File: src/rtl/keyboard_key_decoder_if.sv
// keyboard_key_decoder_if: PS/2 byte stream in, held-key levels out.
interface keyboard_key_decoder_if;
   logic [7:0] rx_data;
   logic rx_valid;
   logic rx_error;
   logic key_space;
   logic key_left;
   logic key_right;
   logic key_event;
   modport master (output rx_data, rx_valid, rx_error, input key_space, key_left, key_right, key_event);
   modport slave (input rx_data, rx_valid, rx_error, output key_space, key_left, key_right, key_event);
endinterface

File: src/rtl/keyboard_key_decoder.sv
// keyboard_key_decoder: scan-code set 2 make/break decoder producing held space/left/right levels.
module keyboard_key_decoder #(
   parameter int TIMEOUT_CYCLES = 80000,
   parameter bit ENABLE_WASD = 1
) (
   input logic clk,
   input logic rst,
   keyboard_key_decoder_if.slave kb
);
   localparam int CW = $clog2(TIMEOUT_CYCLES);
   localparam logic [CW-1:0] TMAX = CW'(TIMEOUT_CYCLES - 1);
   typedef enum logic [1:0] {IDLE, EXT, BRK, EXT_BRK} state_t;
   state_t state, state_n;
   logic [CW-1:0] cnt, cnt_n;
   logic sp_held, w_held, larrow_held, a_held, rarrow_held, d_held;
   logic sp_n, w_n, larrow_n, a_n, rarrow_n, d_n, ks_n, kl_n, kr_n;
   logic fire, mk, bk, em, eb;
   logic is_sp, is_w, is_a, is_d, is_l, is_r;
   assign fire = kb.rx_valid & ~kb.rx_error;
   assign mk = fire && state == IDLE;
   assign bk = fire && state == BRK;
   assign em = fire && state == EXT;
   assign eb = fire && state == EXT_BRK;
   assign is_sp = kb.rx_data == 8'h29;
   assign is_w = ENABLE_WASD && kb.rx_data == 8'h1D;
   assign is_a = ENABLE_WASD && kb.rx_data == 8'h1C;
   assign is_d = ENABLE_WASD && kb.rx_data == 8'h23;
   assign is_l = kb.rx_data == 8'h6B;
   assign is_r = kb.rx_data == 8'h74;
   // Plain codes only act from IDLE/BRK, arrows only from EXT/EXT_BRK.
   assign sp_n = (sp_held | (mk & is_sp)) & ~(bk & is_sp);
   assign w_n = (w_held | (mk & is_w)) & ~(bk & is_w);
   assign a_n = (a_held | (mk & is_a)) & ~(bk & is_a);
   assign d_n = (d_held | (mk & is_d)) & ~(bk & is_d);
   assign larrow_n = (larrow_held | (em & is_l)) & ~(eb & is_l);
   assign rarrow_n = (rarrow_held | (em & is_r)) & ~(eb & is_r);
   assign ks_n = sp_n | w_n;
   assign kl_n = larrow_n | a_n;
   assign kr_n = rarrow_n | d_n;
   always_comb begin
      state_n = state;
      if (kb.rx_error)
         state_n = IDLE;
      else if (kb.rx_valid)
         state_n = (state == IDLE && kb.rx_data == 8'hE0) ? EXT :
                   (state == IDLE && kb.rx_data == 8'hF0) ? BRK :
                   (state == EXT && kb.rx_data == 8'hF0) ? EXT_BRK : IDLE;
      else if (state != IDLE && cnt == TMAX)
         state_n = IDLE;
      cnt_n = (kb.rx_valid || kb.rx_error || state == IDLE) ? '0 : (cnt == TMAX) ? cnt : cnt + 1'b1;
   end
   always_ff @(posedge clk) begin
      if (rst) begin
         state <= IDLE;
         cnt <= '0;
         {sp_held, w_held, larrow_held, a_held, rarrow_held, d_held} <= '0;
         {kb.key_space, kb.key_left, kb.key_right, kb.key_event} <= '0;
      end else begin
         state <= state_n;
         cnt <= cnt_n;
         {sp_held, w_held, larrow_held, a_held, rarrow_held, d_held} <= {sp_n, w_n, larrow_n, a_n, rarrow_n, d_n};
         {kb.key_space, kb.key_left, kb.key_right} <= {ks_n, kl_n, kr_n};
         kb.key_event <= {ks_n, kl_n, kr_n} != {kb.key_space, kb.key_left, kb.key_right};
      end
   end
endmodule

File: src/flat_wrapper.sv
// flat-port wrapper written by rule: the top's interface ports become plain ports
module keyboard_key_decoder_flat 
#(
   parameter int TIMEOUT_CYCLES = 80000,
   parameter bit ENABLE_WASD = 1
)
  (clk, rst, kb_rx_data, kb_rx_valid, kb_rx_error, kb_key_space, kb_key_left, kb_key_right, kb_key_event);
  keyboard_key_decoder_if kb_i ();
  input logic clk;
  input logic rst;
  input wire logic [$bits(kb_i.rx_data)-1:0] kb_rx_data;
  input wire logic [$bits(kb_i.rx_valid)-1:0] kb_rx_valid;
  input wire logic [$bits(kb_i.rx_error)-1:0] kb_rx_error;
  output wire logic [$bits(kb_i.key_space)-1:0] kb_key_space;
  output wire logic [$bits(kb_i.key_left)-1:0] kb_key_left;
  output wire logic [$bits(kb_i.key_right)-1:0] kb_key_right;
  output wire logic [$bits(kb_i.key_event)-1:0] kb_key_event;
  assign kb_i.rx_data = kb_rx_data;
  assign kb_i.rx_valid = kb_rx_valid;
  assign kb_i.rx_error = kb_rx_error;
  assign kb_key_space = kb_i.key_space;
  assign kb_key_left = kb_i.key_left;
  assign kb_key_right = kb_i.key_right;
  assign kb_key_event = kb_i.key_event;
  keyboard_key_decoder #(.TIMEOUT_CYCLES(TIMEOUT_CYCLES), .ENABLE_WASD(ENABLE_WASD)) u_core (.clk(clk), .rst(rst), .kb(kb_i));
endmodule
File: config.mk
export PLATFORM = sky130hd
export DESIGN_NAME = keyboard_key_decoder_flat
export DESIGN_NICKNAME = d
export VERILOG_FILES = /design/src/rtl/keyboard_key_decoder_if.sv /design/src/rtl/keyboard_key_decoder.sv /design/src/flat_wrapper.sv
export SDC_FILE = /design/constraint.sdc
export NUM_CORES = 1
export LEC_CHECK = 0
export ABC_CLOCK_PERIOD_IN_PS = 2200
export CORE_AREA = 2 2 66 68
export DETAILED_ROUTE_END_ITERATION = 7
export DIE_AREA = 0 0 68 70
export GPL_ROUTABILITY_DRIVEN = 0
export RECOVER_POWER = 25
export SLEW_MARGIN = 25
export SYNTH_ARGS = -nofsm -noshare
export SYNTH_HDL_FRONTEND = slang
export SYNTH_SLANG_ARGS = --single-unit
export TNS_END_PERCENT = 50
File: constraint.sdc
create_clock -name clk -period 2.2 [get_ports clk]
set_input_delay 0.33 -clock clk [delete_from_list [all_inputs] [get_ports clk]]
set_output_delay 0.33 -clock clk [all_outputs]
set_load 0.1 [all_outputs]
==> flow_summary.toml <==
[run_status]
outcome = "finished, final reports clean"

[power_and_ir_drop]
finalPower_uw = 1140
power_density_mw_per_mm2 = 660
peakVddDrop_v = 0.000387
p_leak_uw = 0.000653

[clocking]
clockBufferDepth = 2
ctsHoldBuffers = 0
cts.sinks = 29
cts_buffers = 5
post-cts-setup-buffers = 0
clk_latency_ps = 270
cts_max_level = 2
cts_root_buffer = "clkbuf_8"
cts_resized = 0
cts_tree = "built"
clk_pin_slew_worst_paths_ps = 60

[job]
max-cap-violations = 0

[timing]
max_slew.worst_pin.slew_ps = 1170
drv_slew = 0
period_share_pct = 92.4
hold_violations = 0
setup_violations = 0
fmax_mhz = 492
fin_crit_ps = 2030
rsz0062_at_grt = "false"
relSlewSlack_pct = 22.6
skew_ps = 3.94

[route]
drc_errors = 0
vias_per_cell = 4.90
drt_iter0_drc = 50
num_vias = 1136
drt_first_pass_iters = 4
ant_nets = 0
wl_um = 2690
routedWlPerCell_um = 11.6

[die]
die_h_um = 70
die_w_um = 68
die_area_mm2 = 0.00476
pin_count = 16
core_area_mm2 = 0.00414
fp-row-count = 24
start_util_pct = 32.7

[setup_path]
critPathLaunchType = "input port"
r2r_cells = 6
crit_required_ps = 2400
cp-end-kind = "flop"
path_class = "in2reg"
crit_fanout = 4
critPathArrivalTime_ps = 2230

[logic_synthesis]
syn_avg_cell_area_um2 = 9.04
yosysTopAreaCell = "dfxtp_1"
synth_top_area_share_pct = 42.8
synthCells = 150
synth_cell_types = 41
syn-num-nets = 163
ys_seq_area_share_pct = 42.8
synth.area.top_cells = "dfxtp_1 43%, nor2_1 7.2%, xor2_1 7.1%"
synth_warnings = 0
synth_area_mm2 = 0.00136
synth-seq-cells = 29

[final_layout]
nFillCells = 422
drive_above_1_share_pct = 12.8
area_growth_pct = 27.5
n_antenna_cell = 0
nNetsFinal = 192
final_area_mm2 = 0.00173

[grt]
grt_pass1_wl_um = 4770
overflow = 0
antenna_found_initial = 0
grt_start_max_net_pins = 18
track_usage_pct = 13.1
grt_pass1_vias = 1123

[place]
io_buffers = 15
post_dp_cell_area_mm2 = 0.00162
hpwl_um = 1920

[min_path]
hold_class = "reg2reg"
whs_path_depth = 2
-- worst max-delay path, cell delays in order --
cell and delay (ps):
clkdlybuf4s50_1 470, or3b_4 410, nor4_2 300, mux2i_1 320, nand2_1 110, xnor2_1 130
a31oi_1 170
-- per-layer routing --
| metal | up-vias | wire [um] | global-route usage [%] |
|---|---|---|---|
| met2 | 13 | 1290 | 21.6 |
| met4 | 0 | 29 | 4.00 |
| li1 | 591 | - | - |
| met5 | - | 0 | 0 |
| met1 | 527 | 1280 | 15.7 |
| met3 | 5 | 87 | 4.83 |
-- cells in the final DEF (no fill, tap or decap), types with 2 or more instances in the layout --
cell type and instances:
nor4_1 2, clkdlybuf4s50_1 11, nor3_1 3, inv_1 3, buf_4 11, clkbuf_8 6
and3_1 8, mux2i_1 5, a21oi_1 6, nor2_1 26, or4_1 2, a31oi_1 2
nand2_1 9, nor4_2 2, dfxtp_1 29, xnor2_1 6, clkbuf_1 5, nand3_1 4
nand4_1 6, xor2_1 11
-- synth_stat cells (all sizes together) --
master and count:
and3 8, xor2 11, clkdlybuf4s15 1, nand3 4
and4 1, a21oi 6, ha 1, nor4b 1
and2 1, nand4 7, nand2 9, nor2 26
and3b 1, o221ai 1, o211ai 1, a31oi 2
or3b 2, a211oi 1, o21ai 1, xnor2 6
or4 2, nor4 4, mux2i 5, and4bb 1
inv 3, a22o 1, nor3 3, o21a 1
nor2b 1, buf 1, or3 1, nand4b 1
dfxtp 29, clkbuf 2, nand4bb 1, a21boi 1
nor3b 1, a32oi 1
-- per-stage QoR --
stage / setup slack, ps / hold WS [ps] / utilization [%] / TNS (ps) / std cells
global route: 30.5 / 550 / 41.7 / 0 / 232
finish: 167 / 522 / 41.7 / 0 / 232
CTS: 101 / 529 / 41.9 / 0 / 232
global placement: -115 / 485 / 39.1 / -115 / 224
floorplan: 420 / 407 / - / 0 / 150
detailed placement: -170 / 509 / 39.1 / -170 / 224
-- state kept, by name (all words and copies together) (netlist names) --
register             cells
u_core.a_held            1
u_core.cnt              17
u_core.d_held            1
u_core.kb.key_event      1
u_core.kb.key_left       1
u_core.kb.key_right      1
u_core.kb.key_space      1
u_core.larrow_held       1
u_core.rarrow_held       1
u_core.sp_held           1
u_core.state             2
u_core.w_held            1
-- area by class of cell --
cell class	instances	area [um2]	area share [%]
Inverter	3	11.3	0.651
Clock inverter	1	30.0	1.74
Timing Repair Buffer	26	208	12.0
Sequential cell	29	581	33.6
Clock buffer	7	86.3	4.99
Multi-Input combinational cell	114	748	43.3
Tap cell	52	65.1	3.76
-- cell families (layout without fill, tap and decap cells) --
kind of cell | count (synthesis) | count (layout) | share of synthesized area (%)
buffers and inverters | 7 | 37 | 2.49
xor gates and xnor gates | 17 | 17 | 11.0
adders and majority gates | 1 | 1 | 0.922
DFF | 29 | 29 | 42.8
and+or+nand+nor | 75 | 75 | 31.5
AOI/OAI and AO/OA | 16 | 16 | 7.66
muxes | 5 | 5 | 3.69
-- path summary, 6_finish.rpt --
kind	from	end	slack (ps)
min reg2reg	u_core.sp_held	u_core.sp_held	520
min	u_core.sp_held	u_core.sp_held	520
max	kb_rx_valid	u_core.kb.key_event	170
max reg2reg	u_core.cnt[9]	u_core.state[0]	300
-- power by group --
| group | internal, uW | total [uW] | switching [uW] |
|---|---|---|---|
| registers | 525 | 526 | 0.164 |
| logic | 32.8 | 55.6 | 22.8 |
| clock network | 369 | 559 | 191 |
| total | 927 | 1140 | 214 |
Power figures use the tool's default switching activity.
